==> config.mk <==
export PLATFORM = sky130hd
export DESIGN_NAME = botones_comandos
export DESIGN_NICKNAME = d
export VERILOG_FILES = /design/src/rtl/botones_comandos.sv
export SDC_FILE = /design/constraint.sdc
export NUM_CORES = 1
export LEC_CHECK = 0
export ABC_CLOCK_PERIOD_IN_PS = 4850
export CAP_MARGIN = 15
export CORE_MARGIN = 5
export CORE_UTILIZATION = 55
export DETAILED_ROUTE_END_ITERATION = 10
export PLACE_DENSITY = 0.75
export SLEW_MARGIN = 10
export SYNTH_ARGS = -nofsm -noshare
export SYNTH_HDL_FRONTEND = slang
export SYNTH_SLANG_ARGS = --single-unit
==> constraint.sdc <==
create_clock -name clk -period 4.85 [get_ports clk]
set_input_delay 1.2125 -clock clk [delete_from_list [all_inputs] [get_ports clk]]
set_output_delay 1.2125 -clock clk [all_outputs]
set_load 0.01 [all_outputs]
==> src/rtl/botones_comandos.sv <==
// Six-button front end: 2-flop sync, per-channel debounce FSM with auto-repeat
// on the four up/down channels, and registered output arbitration.
module botones_comandos #(
  parameter int unsigned DEB_CYCLES  = 500000,
  parameter int unsigned HOLD_CYCLES = 25000000,
  parameter int unsigned REP_CYCLES  = 5000000,
  parameter int unsigned CNT_W       = 25
) (
  input  logic clk,
  input  logic rst_n,
  input  logic btn_aumf,
  input  logic btn_bajaf,
  input  logic btn_aumC,
  input  logic btn_bajaC,
  input  logic btn_modo,
  input  logic btn_rst,
  output logic aumf_o,
  output logic bajaf_o,
  output logic aumC_o,
  output logic bajaC_o,
  output logic MODO_o,
  output logic MRst_o
);

  localparam int unsigned NCH     = 6;
  localparam int unsigned CH_AUMF  = 0;
  localparam int unsigned CH_BAJAF = 1;
  localparam int unsigned CH_AUMC  = 2;
  localparam int unsigned CH_BAJAC = 3;
  localparam int unsigned CH_MODO  = 4;
  localparam int unsigned CH_RST   = 5;

  localparam logic [NCH-1:0]   REPEAT_MASK = 6'b001111;
  localparam logic [CNT_W-1:0] DEB_LIM     = CNT_W'(DEB_CYCLES);
  localparam logic [CNT_W-1:0] HOLD_LIM    = CNT_W'(HOLD_CYCLES);
  localparam logic [CNT_W-1:0] REP_LIM     = CNT_W'(REP_CYCLES);
  localparam logic [CNT_W-1:0] CNT_ONE     = CNT_W'(1);

  typedef enum logic [1:0] {
    IDLE      = 2'd0,
    DEB_PRESS = 2'd1,
    PRESSED   = 2'd2,
    DEB_REL   = 2'd3
  } state_t;

  logic [NCH-1:0]   btn_raw;
  logic [NCH-1:0]   sync1_q, sync2_q;
  logic [NCH-1:0]   phase_q, phase_d;
  logic [NCH-1:0]   req_q, req_d;
  logic [NCH-1:0]   out_q, out_d;
  state_t           state_q [NCH];
  state_t           state_d [NCH];
  logic [CNT_W-1:0] cnt_q   [NCH];
  logic [CNT_W-1:0] cnt_d   [NCH];

  assign btn_raw = {btn_rst, btn_modo, btn_bajaC, btn_aumC, btn_bajaf, btn_aumf};

  function automatic logic [CNT_W-1:0] sat_inc(input logic [CNT_W-1:0] v);
    return (v == {CNT_W{1'b1}}) ? v : v + CNT_ONE;
  endfunction

  // Synchronizers, channel state, request and output registers
  always_ff @(posedge clk or negedge rst_n) begin
    if (!rst_n) begin
      sync1_q <= '0;
      sync2_q <= '0;
      phase_q <= '0;
      req_q   <= '0;
      out_q   <= '0;
      for (int i = 0; i < NCH; i++) begin
        state_q[i] <= IDLE;
        cnt_q[i]   <= '0;
      end
    end else begin
      sync1_q <= btn_raw;
      sync2_q <= sync1_q;
      phase_q <= phase_d;
      req_q   <= req_d;
      out_q   <= out_d;
      for (int i = 0; i < NCH; i++) begin
        state_q[i] <= state_d[i];
        cnt_q[i]   <= cnt_d[i];
      end
    end
  end

  // Per-channel debounce / repeat next-state; phase_q set means first repeat done
  always_comb begin
    phase_d = phase_q;
    req_d   = '0;
    for (int i = 0; i < NCH; i++) begin
      state_d[i] = state_q[i];
      cnt_d[i]   = cnt_q[i];
      case (state_q[i])
        IDLE: begin
          cnt_d[i] = '0;
          if (sync2_q[i]) begin
            state_d[i] = DEB_PRESS;
            cnt_d[i]   = CNT_ONE;
          end
        end
        DEB_PRESS: begin
          if (cnt_q[i] == DEB_LIM) begin
            state_d[i] = PRESSED;
            cnt_d[i]   = '0;
            phase_d[i] = 1'b0;
            req_d[i]   = 1'b1;
          end else if (!sync2_q[i]) begin
            state_d[i] = IDLE;
            cnt_d[i]   = '0;
          end else begin
            cnt_d[i] = sat_inc(cnt_q[i]);
          end
        end
        PRESSED: begin
          if (!sync2_q[i]) begin
            state_d[i] = DEB_REL;
            cnt_d[i]   = CNT_ONE;
          end else if (REPEAT_MASK[i]) begin
            if (cnt_q[i] == (phase_q[i] ? REP_LIM : HOLD_LIM)) begin
              cnt_d[i]   = '0;
              phase_d[i] = 1'b1;
              req_d[i]   = 1'b1;
            end else begin
              cnt_d[i] = sat_inc(cnt_q[i]);
            end
          end
        end
        DEB_REL: begin
          if (cnt_q[i] == DEB_LIM) begin
            state_d[i] = IDLE;
            cnt_d[i]   = '0;
          end else if (sync2_q[i]) begin
            state_d[i] = PRESSED;
            cnt_d[i]   = '0;
          end else begin
            cnt_d[i] = sat_inc(cnt_q[i]);
          end
        end
        default: begin
          state_d[i] = IDLE;
          cnt_d[i]   = '0;
        end
      endcase
    end
  end

  // Reset command wins outright; opposing up/down requests cancel each other
  always_comb begin
    out_d = '0;
    if (req_q[CH_RST]) begin
      out_d[CH_RST] = 1'b1;
    end else begin
      out_d[CH_AUMF]  = req_q[CH_AUMF]  & ~req_q[CH_BAJAF];
      out_d[CH_BAJAF] = req_q[CH_BAJAF] & ~req_q[CH_AUMF];
      out_d[CH_AUMC]  = req_q[CH_AUMC]  & ~req_q[CH_BAJAC];
      out_d[CH_BAJAC] = req_q[CH_BAJAC] & ~req_q[CH_AUMC];
      out_d[CH_MODO]  = req_q[CH_MODO];
    end
  end

  assign aumf_o  = out_q[CH_AUMF];
  assign bajaf_o = out_q[CH_BAJAF];
  assign aumC_o  = out_q[CH_AUMC];
  assign bajaC_o = out_q[CH_BAJAC];
  assign MODO_o  = out_q[CH_MODO];
  assign MRst_o  = out_q[CH_RST];

endmodule

After elaboration in Yosys (flattened, before gate mapping) --
Cells that the tools add are included. Widths: inputs -> output; s select.
Word-level totals: register bits after elaboration 190, input port bits 8, output and inout port bits 6, word-level logic and storage cells 260
Cells by class: add/subtract/negate cells 6, equal/unequal tests 70, mux-type cells 136, bitwise logic cells 8, reduce and logical (&&, ||, !) cells 20
Operators with widths (number):
- $mux 25 | 44
- $pmux 25 s4 | 6
- $add 25x1->25 const B | 6
- $eq 25x19->1 const B | 6
- $eq 25x25->1 const B | 6
- $eq 25x25->1 | 4
- $mux 2 | 36
- $ne 2x2->1 const B | 24
- $pmux 2 s4 | 6
- $reduce_and 4->1 | 10
- $ne 3x3->1 const B | 12
- $mux 1 | 35
- $eq 2x2->1 const B | 12
- $pmux 1 s2 | 8
- $eq 2x1->1 const B | 6
- $logic_not 2->1 | 6
- $reduce_bool 2->1 | 4
- $mux 5 | 1
- $and 1x1->1 | 4
- $not 1->1 | 4

Longest topological paths before layout --
depth after elaboration 5, gate-level depth with buffers 9, mapped depth without buffers 7

Worst setup path after synthesis --
No wires, ideal clock.
path type register to register, start point register cnt_q[75] in the netlist's numbering, end point register cnt_q[80] in the netlist's numbering, setup time 0.143 ns, arrival 2.016 ns, required time 4.707 ns, path slack 2.691 ns, cell stages (with the launch flop) 9, buffers on the path 1, period minus slack after synthesis 2.159 ns, cells stage by stage dfrtp_1 inv_1 ha_1 nor4b_1 nand3_1 o21ai_0 o21a_1 buf_1 a211oi_1
RTL lines:
- start: declaration | line 53 | logic [CNT_W-1:0] cnt_q [NCH];
- start signal: indexed assignment | line 82 | cnt_q[i] <= cnt_d[i];

==> results_dict.tcl <==
set metrics [dict create \
    final_core_utilization 0.5990 \
    holdBufCountCts 0 \
    cts-buffers-inserted 17 \
    detailedRoute.firstPassIterationCount 5 \
    vias_per_cell 6.633 \
    drt-wirelength-per-cell_um 17.35 \
    finalHoldViolations 0 \
    global_route.usage.total 0.2239 \
    first_global_vias 9817 \
    max_cap_viol_count 0 \
    initial_utilization 0.5590 \
    achievable-frequency_mhz 348.7 \
    reg2reg_setup_slack_ps 1980 \
    antenna-diode-count 0 \
    cts-resized-gates 0 \
    die-area_um2 24390 \
    cts_htree_levels 4 \
    worstPathArrival_ps 3130 \
    timing.critical_path.slowest_cell_delay_ps 930 \
    crit_slowest_cell "nor2b_2" \
    iteration_0_drc_count_of_the_detailed_router 726 \
    crit_path_cell_trace "inv_1 > ha_1 > nor4b_1 > nand3_1 > o21ai_1 > nor2b_2 > nor3_1" \
    ys.warnings.count 0 \
    timing.critical_path.buf_inv 1 \
    drcViolationCount 0 \
    layout_min_cycle_time_ps 2868 \
    number_of_cell_rows 53 \
    gp_congestion 0.9460 \
    grt_start_max_net_pins 90 \
    postSynthAreaPerCell_um2 9.117 \
    hpwl_um 18370 \
    crit_required_ps 5110 \
    cts.path.max_buffers 2 \
    syn_inst_count 1289 \
    global_route_congestion_overflow_total 0 \
    critPathCaptureType "register" \
    clock-sinks 190 \
    placement.io_buffers 13 \
    synth-seq-area-share 0.4046 \
    timing_worst_setup_path_type "register to register" \
    insertion_delay_to_the_later_sink_of_the_worst_skew_pair_ps 430 \
    fin_tns_setup_ps 0 \
    area_growth_syn_to_layout_pct 7.144 \
    timing.hold.worst.class "register to register" \
    synth_top_flop_cell "dfrtp_1" \
    syn_nets 1329 \
    path_clk_slew_ps 80 \
    die_x_um 156.2 \
    pwr_density_cell_nw_per_um2 288.7 \
    finClkSkew_ps 9.293 \
    drt_wl_total_um 26960 \
    leak_pwr_nw 4.450 \
    ys_seq_elements 190 \
    cpLargestDelayFamily "simple AND/OR/NAND/NOR gates" \
    setup_violating_endpoint_count_in_the_final_report 0 \
    post_synth_instance_area_um2 11750 \
    peakVddDrop_mv 0.2384 \
    synth_enable_flop_cells 0 \
    most_common_cell_after_layout_fill_and_taps_aside "dfrtp_1" \
    most-common-layout-cells "190 x dfrtp_1, 82 x nand2_1, 74 x nor3_1, 69 x nand3_1, 68 x o21ai_0" \
    cts_tree "yes" \
    period_share 0.5913 \
    netlist_cell_types 81 \
    cts_post_setup_buffers_inserted 0 \
    slew-limit-headroom 0.2750 \
    fin_hold_ws_ps 342.6 \
    outcome "finished clean" \
    routed-via-count 10310 \
    synth_async_sr_flop_share 1.000 \
    grt_antenna_before_repair 0 \
    drv_slew 0 \
    die_height_um 156.2 \
    grt_first_pass_wirelength_um 46580 \
    clock-root-buffer "clkbuf_16" \
    ant_nets 0 \
    kind_of_launch_point_of_the_worst_setup_path "register" \
    rsz_0062_raised_after_global_routing "no" \
    proportion_of_layout_cells_with_a_drive_suffix_above_1 0.06255 \
    core_area_um2 21020 \
    fillCellCount 1741 \
    final_nets 1307 \
    critical_path.max_fanout 24 \
    io_pins 14 \
    tightestPinTransition_ps 1083 \
]
## state kept, by name, indices dropped and copies added, names as in the netlist
register and count:
cnt_q 150, state_q 12, out_q 6, req_q 6
sync1_q 6, sync2_q 6, phase_q 4
## worst register-to-register path, cell delays in order (launching register included)
cell and delay, ps:
dfrtp_1 420, inv_1 90, ha_1 140, nor4b_1 460, nand3_1 220, o21ai_1 310
nor2b_2 930, nor3_1 130
## synthesized netlist by cell type (all sizes together) (32+ instances only)
master | count | share of area
inv | 52 | 0.017
nand2 | 82 | 0.026
nand4 | 57 | 0.032
nor2 | 49 | 0.016
dfrtp | 190 | 0.40
o21ai | 75 | 0.034
a211oi | 61 | 0.041
or4 | 33 | 0.021
nand3 | 69 | 0.029
or3 | 50 | 0.027
clkbuf | 33 | 0.011
a21oi | 52 | 0.022
nor3 | 76 | 0.033
ha | 32 | 0.034
## area by class of cell
cell class,count,area [um2],area share
multi-input cells,986,6526,0.5183
flip-flops and latches,190,4755,0.3776
clock buffers,18,439.2,0.03488
well taps,275,344.1,0.02733
repair buffers,20,200.2,0.01590
inverters,52,195.2,0.01550
clock inverters,13,131.4,0.01043
## power by group
part	internal (mW)	leakage [nW]	switching, mW	total [mW]
clock	0.732	0.270	0.647	1.38
combinational	0.194	1.58	0.361	0.555
sequential	1.64	2.60	0.0650	1.70
## per-stage QoR
stage | power [mW] | area [um2] | std cells | setup slack [ps]
floorplan | 2.138 | 11750 | 1289 | 2691
global placement | 2.269 | 12000 | 1521 | 2130
detailed placement | 2.287 | 12000 | 1521 | 2017
CTS | 3.667 | 12570 | 1552 | 1998
global route | 3.814 | 12590 | 1554 | 1777
finish | 3.635 | 12590 | 1554 | 1982
## routing by layer
metal / part of all wire / global-route usage / vias to the layer above / wire length, um
met5: 0 / 0 / - / 0
met1: 0.46 / 0.3103 / 5037 / 12310
met4: 0.013 / 0.06736 / 0 / 338
met2: 0.48 / 0.3669 / 292 / 12990
li1: - / - / 4952 / -
met3: 0.049 / 0.03245 / 27 / 1314
## final timing paths
check                        endpoint  startpoint  depth (start not counted)
setup / recovery            cnt_q[95]   cnt_q[75]                          7
hold / removal             sync2_q[4]  sync1_q[4]                          0
setup reg to reg            cnt_q[95]   cnt_q[75]                          7
hold reg to reg            sync2_q[4]  sync1_q[4]                          0
max in group asynchronous  state_q[0]       rst_n                          2
min in group asynchronous   cnt_q[94]       rst_n                          1
## cells by family after synthesis
kind of cell    synth area share
simple gates              0.2809
compound gates            0.1947
flops                     0.4046
buf+inv                  0.04089
xor+xnor                 0.02981
fa+ha+maj                0.03407
mux                      0.01501
Note: power is estimated with default switching activity, not from simulation.
